<file path="src/rtl/hhmmss_settable_clock_pkg.sv">
// Shared types and limits for the hh:mm:ss time-of-day core and its BCD field counters.
package clock_pkg;

    typedef enum logic [1:0] {
        RUN      = 2'd0,
        SET_HOUR = 2'd1,
        SET_MIN  = 2'd2
    } mode_t;

    typedef logic [3:0] bcd_t;

    localparam int MAX_MIN_SEC = 59;
    localparam int MAX_HOUR_24 = 23;
    // 12h hours are held internally as 0..11, where 0 is shown as "12".
    localparam int MAX_HOUR_12 = 11;

    function automatic mode_t next_mode(input mode_t m);
        case (m)
            RUN:      return SET_HOUR;
            SET_HOUR: return SET_MIN;
            default:  return RUN;
        endcase
    endfunction

endpackage

</file>
<file path="src/rtl/bcd_mod_counter.sv">
// Two-digit BCD up/down counter spanning MIN..MAX with wrap in both directions.
// wrap_up is combinational so a carry reaches the next field on the same clock edge.
module bcd_mod_counter
    import clock_pkg::*;
#(
    parameter int MIN = 0,
    parameter int MAX = MAX_MIN_SEC
) (
    input  logic clk,
    input  logic reset,
    input  logic inc,
    input  logic dec,
    input  logic load_min,
    output bcd_t ones,
    output bcd_t tens,
    output logic wrap_up
);

    localparam bcd_t MIN_ONES = bcd_t'(MIN % 10);
    localparam bcd_t MIN_TENS = bcd_t'(MIN / 10);
    localparam bcd_t MAX_ONES = bcd_t'(MAX % 10);
    localparam bcd_t MAX_TENS = bcd_t'(MAX / 10);

    bcd_t ones_q, ones_d, tens_q, tens_d;
    logic step_up, step_dn, at_min, at_max;

    // Simultaneous inc and dec cancel; load_min overrides both.
    assign step_up = inc & ~dec & ~load_min;
    assign step_dn = dec & ~inc & ~load_min;
    assign at_min  = (ones_q == MIN_ONES) && (tens_q == MIN_TENS);
    assign at_max  = (ones_q == MAX_ONES) && (tens_q == MAX_TENS);

    always_comb begin
        ones_d = ones_q;
        tens_d = tens_q;
        if (load_min) begin
            ones_d = MIN_ONES;
            tens_d = MIN_TENS;
        end else if (step_up) begin
            if (at_max) begin
                ones_d = MIN_ONES;
                tens_d = MIN_TENS;
            end else if (ones_q == 4'd9) begin
                ones_d = 4'd0;
                tens_d = tens_q + 4'd1;
            end else begin
                ones_d = ones_q + 4'd1;
            end
        end else if (step_dn) begin
            if (at_min) begin
                ones_d = MAX_ONES;
                tens_d = MAX_TENS;
            end else if (ones_q == 4'd0) begin
                ones_d = 4'd9;
                tens_d = tens_q - 4'd1;
            end else begin
                ones_d = ones_q - 4'd1;
            end
        end
    end

    always_ff @(posedge clk) begin
        if (reset) begin
            ones_q <= MIN_ONES;
            tens_q <= MIN_TENS;
        end else begin
            ones_q <= ones_d;
            tens_q <= tens_d;
        end
    end

    assign ones    = ones_q;
    assign tens    = tens_q;
    assign wrap_up = step_up & at_max;

endmodule

</file>
<file path="src/rtl/hhmmss_settable_clock.sv">
// Settable hh:mm:ss time-of-day core with 12/24h format, blinking edit field and day pulse.
// Buttons are single-cycle pulses with no back-pressure: each is acted on in the cycle it is high.
module hhmmss_settable_clock
    import clock_pkg::*;
#(
    parameter int CLK_FREQ_HZ = 100_000_000,
    parameter int BLINK_HZ    = 2,
    parameter int HOUR_24     = 1
) (
    input  logic       clk,
    input  logic       reset,
    input  logic       btn_mode,
    input  logic       btn_inc,
    input  logic       btn_dec,
    output bcd_t       sec_ones,
    output bcd_t       sec_tens,
    output bcd_t       min_ones,
    output bcd_t       min_tens,
    output bcd_t       hour_ones,
    output bcd_t       hour_tens,
    output logic       pm,
    output mode_t      mode,
    output logic [3:0] blank,
    output logic       day_clk
);

    localparam int HOUR_MAX   = (HOUR_24 != 0) ? MAX_HOUR_24 : MAX_HOUR_12;
    localparam int PRE_W      = $clog2(CLK_FREQ_HZ + 1);
    localparam logic [PRE_W-1:0] PRE_LAST = PRE_W'(CLK_FREQ_HZ - 1);
    localparam int BLINK_RAW  = CLK_FREQ_HZ / (2 * BLINK_HZ);
    localparam int BLINK_HALF = (BLINK_RAW < 1) ? 1 : BLINK_RAW;
    localparam int BLK_W      = $clog2(BLINK_HALF + 1);
    localparam logic [BLK_W-1:0] BLK_LAST = BLK_W'(BLINK_HALF - 1);

    mode_t             mode_q, mode_d;
    logic [PRE_W-1:0]  pre_q, pre_d;
    logic [BLK_W-1:0]  blk_q, blk_d;
    logic              phase_q, phase_d;
    logic              pm_q, pm_d;
    logic              day_q, day_d;

    logic run, edit, sec_tick, leave_run, hr_edit, mn_edit;
    logic sec_wrap, min_wrap, hour_wrap, hour_at_zero, hour_dn_wrap;
    bcd_t hr_ones_raw, hr_tens_raw;
    logic [3:0] blank_c;

    assign run       = (mode_q == RUN);
    assign edit      = ~run & ~btn_mode & (btn_inc ^ btn_dec);
    assign sec_tick  = run & (pre_q == PRE_LAST);
    assign leave_run = run & btn_mode;
    assign hr_edit   = edit & (mode_q == SET_HOUR);
    assign mn_edit   = edit & (mode_q == SET_MIN);

    bcd_mod_counter #(.MIN(0), .MAX(MAX_MIN_SEC)) u_sec (
        .clk(clk), .reset(reset),
        .inc(sec_tick), .dec(1'b0), .load_min(leave_run),
        .ones(sec_ones), .tens(sec_tens), .wrap_up(sec_wrap)
    );

    // Carries are gated with run so a minute edit across 59/00 never moves the hour.
    bcd_mod_counter #(.MIN(0), .MAX(MAX_MIN_SEC)) u_min (
        .clk(clk), .reset(reset),
        .inc((run & sec_wrap) | (mn_edit & btn_inc)), .dec(mn_edit & btn_dec), .load_min(1'b0),
        .ones(min_ones), .tens(min_tens), .wrap_up(min_wrap)
    );

    bcd_mod_counter #(.MIN(0), .MAX(HOUR_MAX)) u_hour (
        .clk(clk), .reset(reset),
        .inc((run & min_wrap) | (hr_edit & btn_inc)), .dec(hr_edit & btn_dec), .load_min(1'b0),
        .ones(hr_ones_raw), .tens(hr_tens_raw), .wrap_up(hour_wrap)
    );

    assign hour_at_zero = (hr_ones_raw == 4'd0) && (hr_tens_raw == 4'd0);
    assign hour_dn_wrap = hr_edit & btn_dec & hour_at_zero;

    always_comb begin
        mode_d  = btn_mode ? next_mode(mode_q) : mode_q;
        pre_d   = (!run || btn_mode || sec_tick) ? '0 : pre_q + 1'b1;
        pm_d    = (HOUR_24 != 0) ? 1'b0 : (pm_q ^ (hour_wrap | hour_dn_wrap));
        day_d   = run & hour_wrap & ((HOUR_24 != 0) || pm_q);
        blk_d   = blk_q + 1'b1;
        phase_d = phase_q;
        // Any mode change or accepted edit restarts the blink with the field visible.
        if (mode_d == RUN || btn_mode || edit) begin
            blk_d   = '0;
            phase_d = 1'b0;
        end else if (blk_q == BLK_LAST) begin
            blk_d   = '0;
            phase_d = ~phase_q;
        end
    end

    always_ff @(posedge clk) begin
        if (reset) begin
            mode_q  <= RUN;
            pre_q   <= '0;
            blk_q   <= '0;
            phase_q <= 1'b0;
            pm_q    <= 1'b0;
            day_q   <= 1'b0;
        end else begin
            mode_q  <= mode_d;
            pre_q   <= pre_d;
            blk_q   <= blk_d;
            phase_q <= phase_d;
            pm_q    <= pm_d;
            day_q   <= day_d;
        end
    end

    assign hour_ones = ((HOUR_24 == 0) && hour_at_zero) ? 4'd2 : hr_ones_raw;
    assign hour_tens = ((HOUR_24 == 0) && hour_at_zero) ? 4'd1 : hr_tens_raw;

    always_comb begin
        blank_c = 4'b0000;
        case (mode_q)
            SET_HOUR: blank_c[3:2] = {2{phase_q}};
            SET_MIN:  blank_c[1:0] = {2{phase_q}};
            default:  blank_c[3]   = (HOUR_24 == 0) && (hour_tens == 4'd0);
        endcase
    end

    assign blank   = blank_c;
    assign pm      = pm_q;
    assign mode    = mode_q;
    assign day_clk = day_q;

endmodule

</file>
<file path="config.mk">
export PLATFORM = sky130hd
export DESIGN_NAME = hhmmss_settable_clock
export DESIGN_NICKNAME = d
export VERILOG_FILES = /design/src/rtl/hhmmss_settable_clock_pkg.sv /design/src/rtl/bcd_mod_counter.sv /design/src/rtl/hhmmss_settable_clock.sv
export SDC_FILE = /design/constraint.sdc
export NUM_CORES = 1
export LEC_CHECK = 0
export CAP_MARGIN = 15
export CORE_MARGIN = 4
export CORE_UTILIZATION = 45
export CTS_CLUSTER_DIAMETER = 60
export DETAILED_ROUTE_END_ITERATION = 6
export GPL_TIMING_DRIVEN = 0
export PLACE_DENSITY = 0.68
export SKIP_CTS_REPAIR_TIMING = 1
export SLEW_MARGIN = 20
export SYNTH_ARGS = -nofsm -noshare
export SYNTH_HDL_FRONTEND = slang
export SYNTH_SLANG_ARGS = --single-unit
export TNS_END_PERCENT = 20
</file>
<file path="constraint.sdc">
create_clock -name clk -period 3.95 [get_ports clk]
set_clock_uncertainty 0.05 [all_clocks]
set_input_delay 0.79 -clock clk [delete_from_list [all_inputs] [get_ports clk]]
set_output_delay 0.79 -clock clk [all_outputs]
set_load 0.01 [all_outputs]
</file>
* Word level (Yosys, flattened, before mapping)
Index checks and enable logic that the tools add are counted.
** Word-level totals
- Register bits :: 80
- Input port bits :: 5
- Output and inout bits :: 32
** Operators by class
- $add $sub $neg :: 12
- Equal/unequal tests :: 13
- Multiplexer cells :: 32
- Bitwise logic cells :: 32
- Reduce and logical (&&, ||, !) cells :: 28
** Operators by type and width (count)
- 4-bit 2-to-1 mux :: 28
- 27-bit by 1-bit adder with 27-bit output (second input constant) :: 1
- 27-bit == test (second input constant) :: 1
- 25-bit by 1-bit adder with 25-bit output (second input constant) :: 1
- 25-bit == test (second input constant) :: 1
- 4-bit by 1-bit adder with 4-bit output (second input constant) :: 6
- 1-bit bitwise AND :: 21
- 4-bit logical NOT :: 4
- 4-bit by 1-bit subtractor with 4-bit output (second input constant) :: 4
- 4-bit == test (second input constant) :: 3
- 4-bit by 2-bit == test with 1-bit output (second input constant) :: 2
- 4-bit by 3-bit == test with 1-bit output (second input constant) :: 2
- 1-bit inverter :: 8
- 3-bit != test (second input constant) :: 2
- 3-bit AND reduction :: 2
- 2-bit nonzero test :: 3
- 3-bit nonzero test :: 2
- 2-bit OR reduction :: 3
- 1-bit logical AND :: 5
- 2-bit logical NOT :: 2
- 1-bit logical OR :: 4
- 2-bit 2-to-1 mux :: 2
- 2-bit case mux with 2 select lines :: 1
- 3-bit OR reduction :: 1
- other kinds (7) :: 8

* Depth between registers and ports, before layout
- Depth in word-level cells :: 15
- Mapped depth :: 19
- Gate-level depth less buffers :: 16

* Modules after synthesis
A second synthesis with hierarchy kept.
** Unflattened totals
- Cells, all modules :: 581
- Area total of the unflattened synthesis :: 4923.5 um^2
** By module, submodules not included
- hhmmss_settable_clock :: times used 1, cells each 308, area each 2645.0 um^2, seq. area each 1121.1 um^2
- bcd_mod_counter (u_min ...) :: times used 2, cells each 88, area each 740.7 um^2, seq. area each 160.2 um^2
- bcd_mod_counter (u_hour) :: times used 1, cells each 97, area each 797.0 um^2, seq. area each 160.2 um^2

* Worst setup path after synthesis
Ideal clock, no wire load.
- Path type :: reg-to-reg
- Start point :: register pre_q[0]
- End point :: register u_hour.ones_q[3] (netlist: u_hour.ones[3])
- Data arrival time :: 4152 ps
- Required time :: 3829 ps
- Slack :: -323 ps
- Stages on the path, launching flop included :: 20
- Path buffers :: 3
- Cells stage by stage :: dfxtp_1 > ha_1 > and3_4 > nand3_2 > or3_1 > clkbuf_1 > or4_1 > a211oi_1 > ha_1 > clkbuf_1 > nand3_1 > o22ai_1 > nor2b_1 > ha_1 > buf_1 > inv_1 > nor2_1 > a22oi_1 > or3_1 > a21oi_1
** Between the ends
- Longest elaborated chain between the ends :: 13
- Elaborated cells between the ends (all ways) :: 15
- Classes of those cells :: eq/ne (1); mux (1); bitwise (12); reduce/logical (1)
** RTL lines
- start: declaration :: RTL line hhmmss_settable_clock.sv:36 : logic [PRE_W-1:0] pre_q, pre_d;
- start signal: assignment :: RTL line hhmmss_settable_clock.sv:103 : pre_q <= pre_d;
- 27-bit == test * :: RTL line hhmmss_settable_clock.sv:49 : assign sec_tick = run & (pre_q == PRE_LAST);
- 1-bit bitwise AND * :: RTL line hhmmss_settable_clock.sv:49
- 1-bit bitwise AND * :: RTL line bcd_mod_counter.sv:28 : assign step_up = inc & ~dec & ~load_min;
- 1-bit bitwise AND * :: RTL line bcd_mod_counter.sv:74 : assign wrap_up = step_up & at_max;
- 1-bit bitwise AND * :: RTL line hhmmss_settable_clock.sv:63 : .inc((run & sec_wrap) | (mn_edit & btn_inc)), .dec(mn_edit & btn_dec), .load_min(1'b0),
- 1-bit bitwise OR * :: RTL line hhmmss_settable_clock.sv:63
- 1-bit bitwise AND * :: RTL line bcd_mod_counter.sv:28
- 1-bit bitwise AND * :: RTL line bcd_mod_counter.sv:74
- 1-bit bitwise AND * :: RTL line hhmmss_settable_clock.sv:69 : .inc((run & min_wrap) | (hr_edit & btn_inc)), .dec(hr_edit & btn_dec), .load_min(1'b0),
- 1-bit bitwise OR * :: RTL line hhmmss_settable_clock.sv:69
- 1-bit inverter :: RTL line bcd_mod_counter.sv:29 : assign step_dn = dec & ~inc & ~load_min;
- 1-bit bitwise AND :: RTL line bcd_mod_counter.sv:29
- 2-bit nonzero test (no source line)
- end signal: assignment :: RTL line bcd_mod_counter.sv:67 : ones_q <= ones_d;
- end: declaration :: RTL line bcd_mod_counter.sv:24 : bcd_t ones_q, ones_d, tens_q, tens_d;
Mark *: on every way between the ends. The rest lies on a longest branch, timed or not.
A chain may end at the register's enable or synchronous reset.

* Worst setup path in the final report
- Start point :: register mode_q[1] (netlist: mode[1])
- End point :: register u_hour.tens_q[3] (netlist: u_hour.tens[3])
** Between the ends
- Longest elaborated chain between the ends :: 15
- Elaborated cells between the ends (all ways) :: 33
- Classes of those cells :: eq/ne (3); mux (1); bitwise (25); reduce/logical (4)
** RTL lines
- start: declaration :: RTL line hhmmss_settable_clock.sv:35 : mode_t mode_q, mode_d;
- start signal: assignment :: RTL line hhmmss_settable_clock.sv:102 : mode_q <= mode_d;
- 2-bit logical NOT :: RTL line hhmmss_settable_clock.sv:47 : assign run = (mode_q == RUN);
- 1-bit bitwise AND or 1-bit inverter (tied branches) :: RTL line hhmmss_settable_clock.sv:50, hhmmss_settable_clock.sv:48
- 1-bit inverter or 1-bit bitwise AND (tied branches) :: RTL line bcd_mod_counter.sv:28, hhmmss_settable_clock.sv:48
- 1-bit bitwise AND, on equally long branches :: RTL line bcd_mod_counter.sv:28, hhmmss_settable_clock.sv:48
- 1-bit bitwise AND, on equally long branches :: RTL line bcd_mod_counter.sv:74, hhmmss_settable_clock.sv:52
- 1-bit bitwise AND :: RTL line hhmmss_settable_clock.sv:63
- 1-bit bitwise OR or 1-bit inverter (tied branches) :: RTL line hhmmss_settable_clock.sv:63, bcd_mod_counter.sv:28
- 1-bit bitwise AND :: RTL line bcd_mod_counter.sv:28
- 1-bit bitwise AND :: RTL line bcd_mod_counter.sv:74
- 1-bit bitwise AND :: RTL line hhmmss_settable_clock.sv:69
- 1-bit bitwise OR :: RTL line hhmmss_settable_clock.sv:69
- 1-bit inverter :: RTL line bcd_mod_counter.sv:29
- 1-bit bitwise AND :: RTL line bcd_mod_counter.sv:29
- 2-bit nonzero test (no source line)
- 3-bit AND reduction (no source line)
- end signal: assignment :: RTL line bcd_mod_counter.sv:68 : tens_q <= tens_d;
- end: declaration :: RTL line bcd_mod_counter.sv:24
Several ways; a longest one is shown, not always the timed one.

==> impl_metrics.toml <==
[outcome]
status = "complete, but fails checks"
violations = "setup timing"

[timing]
finalCritPeriodShare_pct = 102
finalMaxSlewViolations = 0
setup-tns-final_ns = -0.113
worst_slew_pin_slew_ns = 0.770
rsz0062_at_grt = "yes"
fin_crit_ns = 4.03
finalHoldViolCount = 0
finalSetupViolCount = 4
layout_setup_ws_ns = -0.0835
slew-limit-headroom_pct = 48.2
fmax_mhz = 248

[critical_path]
crit_fanout = 10
critical_path_class = "reg -> reg"
worstSetupStartpointType = "register"
cp_data_required_time_ns = 4.18
arrival_ns = 4.27
endpoint_kind = "register"

[place]
dp_hpwl_mm = 6.63
gp_congestion = 0.845
numPortBuffers = 34

[global_routing]
grt_max_degree = 15
overflow = 0
grt_use_total_pct = 16.9
grt_pass1_vias = 3512
grt_pass1_wl_mm = 15.7
antenna_found_initial = 0

[route]
detail_route.wirelength_mm = 9.46
vias_per_cell = 5.34
drtIter0Drc = 155
ant_nets = 0
via_count = 3800
wl_per_cell_um = 13.3
drc = 0
firstDrtPassIters = 4

[cts]
insertion_delay_ns = 0.36
cts_inserted_buffers = 9
clock-sinks = 80
root_buffer = "clkbuf_8"
path_clk_slew_ns = 0.08
cts_tree = "done"
clk_path_buf_depth = 2
h-tree-depth = 3

[pwr]
powerDensity_nw_per_um2 = 295
fin_total_pwr_mw = 1.55
p_leak_nw = 1.76
peakVddDrop_uv = 185

[finish]
nets = 602
diodes = 0
register_area_um2 = 1620
fillers = 818
syn_to_final_growth_pct = 23.7
multiInputGateArea_um2 = 2610
layout-drive-gt1-share_pct = 13.9

[synth]
ys_top_cells_by_area = "dfxtp_1 (38%), xor2_1 (7.8%), nor2_1 (7.7%)"
synth_area_um2 = 4250
synthArstFlopShare_pct = 0
yosysSeqAreaShare_pct = 37.6
synth-seq-cells = 80
yosys.area.top_type_share_pct = 37.6
synth_edf_count = 0
synth_cell_types = 51
syn_nets = 544
syn_avg_cell_area_um2 = 8.18
yosys.area.top_type = "dfxtp_1"
ys_warn_count = 0
synth_top_flop_cell = "dfxtp_1"
postSynthCellCount = 520

[floorplanning]
die-area_um2 = 11100
initial_core_util_pct = 46.0
ios = 37
coreArea_um2 = 9240
die_x_um = 105
die_h_um = 105
rows = 35

[run]
max_cap_violations = 0

[hold_path]
hp-class = "reg -> reg"
## flip-flops by register name, indices dropped and copies added, names as in the netlist
register,cells
u_sec.tens,4
u_hour.tens,4
u_min.ones,4
day_clk,1
u_sec.ones,4
mode,2
pre_q,27
u_min.tens,4
u_hour.ones,4
blk_q,25
phase_q,1
## cell usage in the layout (no fill, tap or decap), types with 5 or more instances in the layout
cell,instances
a21oi_1,20
a31oi_1,5
and3_1,8
and4_1,7
buf_4,20
clkbuf_1,14
clkbuf_8,11
clkdlybuf4s50_1,34
dfxtp_1,71
dfxtp_2,8
ha_1,16
inv_1,19
mux2i_1,5
nand2_1,33
nand2b_1,8
nand3_1,24
nand4_1,21
nor2_1,85
nor3_1,10
nor4b_1,5
o21ai_0,11
or3_1,10
xnor2_1,15
xor2_1,38
## layout make-up
type | instances | share of cell area [%]
plain buffers | 25 | 2.45
flip-flops and latches | 80 | 30.7
repair buffers | 50 | 8.75
multi-input cells | 393 | 49.6
clock inverters | 5 | 1.19
clock buffers | 11 | 2.88
well taps | 129 | 3.07
inverters | 19 | 1.35
## layer usage
layer | track usage (%) | wire, um | vias up
li1 | - | - | 1916
met1 | 21.1 | 4320 | 1807
met2 | 28.6 | 4580 | 62
met3 | 3.31 | 358 | 15
met4 | 6.56 | 201 | 0
met5 | 0 | 0 | -
## kinds of logic after synthesis
family	count (synthesis)	synth area share, %
buffers and inverters	47	4.56
adder cells (fa/ha/maj)	19	5.59
XOR/XNOR	53	10.9
flip-flops	80	37.6
multiplexers	6	1.44
other	1	0.0882
AND/OR/NAND/NOR	252	30.7
AO/OA/AOI/OAI	62	9.03
## Yosys cell counts (all sizes together), types with 2 or more instances
| cell | n |
|---|---|
| inv | 19 |
| a211oi | 6 |
| xor2 | 38 |
| a21oi | 20 |
| and2 | 2 |
| o22ai | 5 |
| nor3 | 11 |
| nor2b | 5 |
| a211o | 2 |
| nand3 | 27 |
| nand2 | 33 |
| nand2b | 8 |
| clkbuf | 18 |
| nand3b | 3 |
| o21ai | 12 |
| xnor2 | 15 |
| nor4b | 6 |
| dfxtp | 80 |
| or3 | 11 |
| a31oi | 5 |
| nor4 | 7 |
| mux2i | 5 |
| or2 | 2 |
| buf | 10 |
| and3 | 9 |
| nor2 | 87 |
| ha | 19 |
| and4 | 9 |
| nand4 | 21 |
| o21a | 2 |
| or4 | 3 |
| and3b | 2 |
| a22oi | 2 |
| or3b | 4 |
## critical path: stages (launching register included)
cell and delay (ns):
dfxtp_1 0.34, buf_4 0.18, nor2_4 0.13, nand4_1 0.10, or3_4 0.43, or4_4 0.54
a211oi_2 0.22, ha_2 0.24, buf_6 0.11, nand3_4 0.06, o22ai_2 0.20, nor2b_4 0.19
ha_4 0.18, nand3_4 0.08, o41a_1 0.49, a211o_1 0.31, a21oi_1 0.12
## power by group
group	switching [mW]	internal, mW
registers	0.00776	0.811
clock network	0.315	0.330
logic	0.0522	0.0374
## path summary, 6_finish.rpt
path	start	end	slack (ns)	depth (start not counted)
setup / recovery	mode[1]$_SDFF_PP0_	u_hour.tens[3]$_SDFFE_PP0P_	-0.08	16
hold / removal	pre_q[0]$_SDFF_PP0_	pre_q[0]$_SDFF_PP0_	0.41	1
setup reg to reg	mode[1]$_SDFF_PP0_	u_hour.tens[3]$_SDFFE_PP0P_	-0.08	16
hold reg to reg	pre_q[0]$_SDFF_PP0_	pre_q[0]$_SDFF_PP0_	0.41	1
## stage by stage
| stage | hold WS, ns | std cells | util (%) | cell area (um^2) | setup slack (ns) |
|---|---|---|---|---|---|
| floorplan | 0.380 | 520 | - | 4270 | 0.00551 |
| global placement | 0.391 | 683 | 51.7 | 4780 | -0.555 |
| detailed placement | 0.403 | 683 | 51.8 | 4790 | -0.606 |
| CTS | 0.424 | 699 | 54.1 | 5000 | -0.649 |
| global route | 0.447 | 712 | 57.0 | 5260 | -0.197 |
| finish | 0.410 | 712 | 57.0 | 5260 | -0.0835 |
No activity file was read; power rests on OpenSTA's default activity.
==> variant 1, RTL diff (config.mk and constraints unchanged) <==
Put a register stage on the output `sec_ones`. The value now appears one clock later. The other outputs are not delayed to match.
--- a/src/rtl/hhmmss_settable_clock.sv
+++ b/src/rtl/hhmmss_settable_clock.sv
@@ -32,6 +32,8 @@
     localparam int BLK_W      = $clog2(BLINK_HALF + 1);
     localparam logic [BLK_W-1:0] BLK_LAST = BLK_W'(BLINK_HALF - 1);
 
+    bcd_t sec_ones_d;
+
     mode_t             mode_q, mode_d;
     logic [PRE_W-1:0]  pre_q, pre_d;
     logic [BLK_W-1:0]  blk_q, blk_d;
@@ -54,7 +56,7 @@
     bcd_mod_counter #(.MIN(0), .MAX(MAX_MIN_SEC)) u_sec (
         .clk(clk), .reset(reset),
         .inc(sec_tick), .dec(1'b0), .load_min(leave_run),
-        .ones(sec_ones), .tens(sec_tens), .wrap_up(sec_wrap)
+        .ones(sec_ones_d), .tens(sec_tens), .wrap_up(sec_wrap)
     );
 
     // Carries are gated with run so a minute edit across 59/00 never moves the hour.
@@ -125,5 +127,9 @@
     assign mode    = mode_q;
     assign day_clk = day_q;
 
+    always_ff @(posedge clk) begin
+        sec_ones <= sec_ones_d;
+    end
+
 endmodule
 
Function: no difference found for any inputs over 10 cycles, from zero or initial values and one cycle with reset high; that may be too few to reach the edited logic, so the function may still have changed.
==> variant 1 against the original RTL <==
- global-route usage increased by 1.3 points
- largest cell class unchanged
- total power increased by 5.5%
- critical path type unchanged
- routed wire length increased by 9.8%
- final area increased by 2.4%
- highest routed layer unchanged
- critical endpoint unchanged
- sequential cell count increased by 4
- sequential power increased by 4.8%
- setup slack improved by 0.36 ns
- synthesized area increased by 7.5%
==> variant 1: results (changes against the original RTL) <==
- CLK BUF: 10 (-1)
- Overall Global Routing Usage: 18.2% (+1.3 points)
- Synthesized instance count: 559 (+7.5%)
- Multi-input gates: 429 (+9.2%)
- Clk pin slew, worst setup/hold paths: 0.10 ns (+0.02 ns)
- Fill cells: 930 (+14%)
- Layout Nets: 630 (+4.7%)
- Synth Area in XOR/XNOR: 7.47% (-3.4 points)
- Commonest cells post-synth: 84 x dfxtp_1, 70 x nor2_1, 40 x nand2_1
- Worst hold margin: 0.345 ns (-0.0649 ns)
- Max IR drop VDD: 0.000193 V (+4.4%)
- Slew headroom: 53.9% (+5.7 points)
- DP Wirelength: 7.53 mm (+13%)
- Status: complete, no violations
- Via/cell ratio: 5.61 (+5.2%)
- Pre-CTS worst setup slack: -0.582 ns (+0.0234 ns)
- Critical path's slowest cell: dfxtp_1
- Sequential cell area share: 31.3% (+0.59 points)
- Met3 WL: 407 µm (+14%)
- Syn nets: 583 (+7.2%)
- R2R depth: 17 (+1)
- DP Cell Count: 726 (+6.3%)
- Fin crit share: 93.0% (-9.1 points)
- Ratio of cells with drive above 1 in the final layout: 8.35% (-5.5 points)
- Synth Area in Adders: 5.20% (-0.39 points)
- First-pass GRT wire length: 17.8 mm (+14%)
- Met2 global-route usage: 29.7% (+1.1 points)
-- variant 1: power groups by stage --
stage | logic [mW] | registers, mW | clock network, mW
floorplan | 0.0517 | 0.877 | 0
global placement | 0.0793 | 0.877 | 0
detailed placement | 0.0806 | 0.877 | 0
CTS | 0.0811 | 0.857 | 0.711
global route | 0.0922 | 0.859 | 0.747
finish | 0.0836 | 0.857 | 0.697
-- variant 1: how the worst min path moves through the flow --
stage,endpoint,depth (start not counted)
after floorplan,sec_ones[3],0
after global placement,sec_ones[3],0
after detailed placement,sec_ones[3],0
after CTS,sec_ones[3],0
after global routing,sec_ones[0],0
final,sec_ones[3],0
-- variant 1: stage by stage --
| stage | TNS (ns) | power [mW] |
|---|---|---|
| after floorplan | 0 | 0.929 |
| after detailed placement | -3.73 | 0.957 |
| after global routing | 0 | 1.70 |
| final | 0 | 1.64 |
| after CTS | -4.30 | 1.65 |
| after global placement | -3.55 | 0.956 |
==> variant 2, RTL diff (same settings) <==
Made on the original files. The parameter `CLK_FREQ_HZ` goes from 100_000_000 to 50_000_000.
--- a/src/rtl/hhmmss_settable_clock.sv
+++ b/src/rtl/hhmmss_settable_clock.sv
@@ -3,7 +3,7 @@
 module hhmmss_settable_clock
     import clock_pkg::*;
 #(
-    parameter int CLK_FREQ_HZ = 100_000_000,
+    parameter int CLK_FREQ_HZ = 50_000_000,
     parameter int BLINK_HZ    = 2,
     parameter int HOUR_24     = 1
 ) (
Formal check against the unedited RTL: same outputs for any inputs over 10 cycles, from zero or initial values and one cycle with reset high; that may be too few to reach the edited logic, so the function may still have changed.
==> variant 2 against the original RTL <==
- setup slack improved by 0.36 ns
- routed wire length rose by 12%
- hold slack improved by 0.00062 ns
- synthesized area rose by 6.1%
- total power fell by 9.9%
- critical path type unchanged
- largest cell class unchanged
- final area fell by 0.14%
- largest power group unchanged
- critical endpoint is now u_hour.ones[3]
- via count rose by 13%
- sequential cell count fell by 2
- highest routed layer unchanged
==> variant 2: results (changes against the original RTL) <==
- Status: complete, no violations
- DP Wirelength: 7.60 mm (+15%)
- R2R depth: 14 (-2)
- Slew headroom: 51.4% (+3.2 points)
- Placed cell area: 5020 µm² (+4.9%)
- Leak: 1.65 nW (-6.3%)
- Largest net degree at the start of global routing: 12 (-3)
- First-pass GRT wire length: 17.8 mm (+14%)
- Finished Layout Cells: 740 (+3.9%)
- Arr. time, crit path: 3.91 ns (-0.36 ns)
- DP Cell Count: 721 (+5.6%)
- DRT Pass-1 Iters: 5 (+1)
- Synthesized instance count: 554 (+6.5%)
- Commonest cells post-synth: 78 x dfxtp_1, 43 x a21oi_1, 37 x nor2_1
- Overall Global Routing Usage: 18.6% (+1.7 points)
- DR vias: 4297 (+13%)
- Pre-CTS worst setup slack: -0.630 ns (-0.0238 ns)
- RR Startpoint: pre_q[11]
- Number of distinct library cells after synthesis: 58 (+14%)
- Ratio of cells with drive above 1 in the final layout: 7.25% (-6.6 points)
- Biggest regs: pre_q x26, blk_q x24
- Final Wtd Congestion: 0.881 (+4.2%)
- Vias in the first global route: 3918 (+12%)
- Worst Path Max Fanout: 6 (-4)
- Share of flip-flops with an asynchronous set or reset: 0% (unchanged)
- Mean Syn Cell Area: 8.14 µm² (-0.45%)
- Syn nets: 578 (+6.3%)
- R2R Path End: u_hour.ones[3]
- Power Internal: 1.06 mW (-10%)
- Hold Startpoint: pre_q[0]
- Layout Nets: 627 (+4.2%)
- CTS root buffer: clkbuf_8
- H-tree depth: 3 (unchanged)
- Sequential area share after synthesis: 34.6% (-3.0 points)
- Total CTS buffers: 9 (unchanged)
- Iter 0 DRT Violations: 210 (+35%)
- Top cells by area, synth: dfxtp_1 35%, ha_1 5.3%, a21oi_1 4.8%
- Initial antenna violation count: 0 (unchanged)
- Ant diodes: 0 (unchanged)
- Synth warn: 0 (unchanged)
- Max IR drop VDD: 0.000131 V (-29%)
- Fill cells: 952 (+16%)
- Hold Path Class: reg2reg
- FF-to-FF setup slack: 0.27 ns (+0.36 ns)
- WL/cell: 14.3 µm (+7.7%)
[variant 2: cell families after synthesis]
logic type | count (synthesis) | share of synthesized area [%]
flops | 78 | 34.6
xor+xnor | 28 | 5.44
other cells | 1 | 0.0831
simple gates | 232 | 29.3
fa+ha+maj | 19 | 5.27
buf+inv | 59 | 5.49
mux | 4 | 0.915
compound gates | 133 | 18.9
[variant 2: worst max path at each step]
| stage | from | end | slack, ns | depth (start not counted) |
|---|---|---|---|---|
| 4_1_cts | pre_q[0] | u_hour.tens[3] | -0.66 | 16 |
| 3_3_place_gp | pre_q[0] | u_hour.ones[2] | -0.60 | 16 |
| 3_5_place_dp | pre_q[0] | u_hour.tens[3] | -0.63 | 16 |
| 5_1_grt | pre_q[11] | u_hour.ones[2] | -0.02 | 13 |
| 6_report | pre_q[11] | u_hour.ones[3] | 0.27 | 14 |
| 2_1_floorplan | pre_q[11] | u_hour.tens[3] | 0.12 | 15 |
[variant 2: worst max-delay path: stages, from the launching register on]
cell and delay [ns]:
dfxtp_1 0.35, or4b_4 0.57, nor4_4 0.36, nand4_1 0.19, a21oi_1 0.19, ha_2 0.23, inv_1 0.11, or3_1 0.38
a21oi_1 0.17, ha_2 0.24, buf_4 0.12, buf_4 0.10, a32oi_1 0.08, or3_1 0.33, a21oi_1 0.15
[variant 2: power groups by stage]
| stage | clock network, mW | registers (mW) | logic, mW |
|---|---|---|---|
| floorplan | 0 | 0.817 | 0.0636 |
| global placement | 0 | 0.816 | 0.0949 |
| detailed placement | 0 | 0.816 | 0.0961 |
| CTS | 0.520 | 0.798 | 0.0969 |
| global route | 0.546 | 0.799 | 0.109 |
| finish | 0.500 | 0.798 | 0.0995 |
[variant 2: cell type report]
type,instances,area [µm²],area share [%]
Clock buffer,13,139,2.64
Buffer,30,143,2.71
Timing Repair Buffer,41,393,7.47
Multi-Input combinational cell,417,2750,52.2
Clock inverter,2,10.0,0.190
Sequential cell,78,1560,29.7
Tap cell,133,166,3.17
Inverter,26,97.6,1.86
[variant 2: metrics by stage]
stage | total power, mW | TNS (ns) | hold WS, ns
global placement | 0.911 | -3.38 | 0.391
global route | 1.45 | -0.0187 | 0.458
CTS | 1.42 | -3.88 | 0.418
finish | 1.40 | 0 | 0.410
detailed placement | 0.913 | -3.77 | 0.402
floorplan | 0.881 | 0 | 0.379
[variant 2: metal layers]
| metal | wire (µm) | share of wire [%] | track usage [%] |
|---|---|---|---|
| met1 | 4980 | 47 | 24.3 |
| met2 | 4980 | 47 | 30.2 |
| met3 | 433 | 4.1 | 2.93 |
| met4 | 197 | 1.9 | 8.48 |
| met5 | 0 | 0 | 0 |
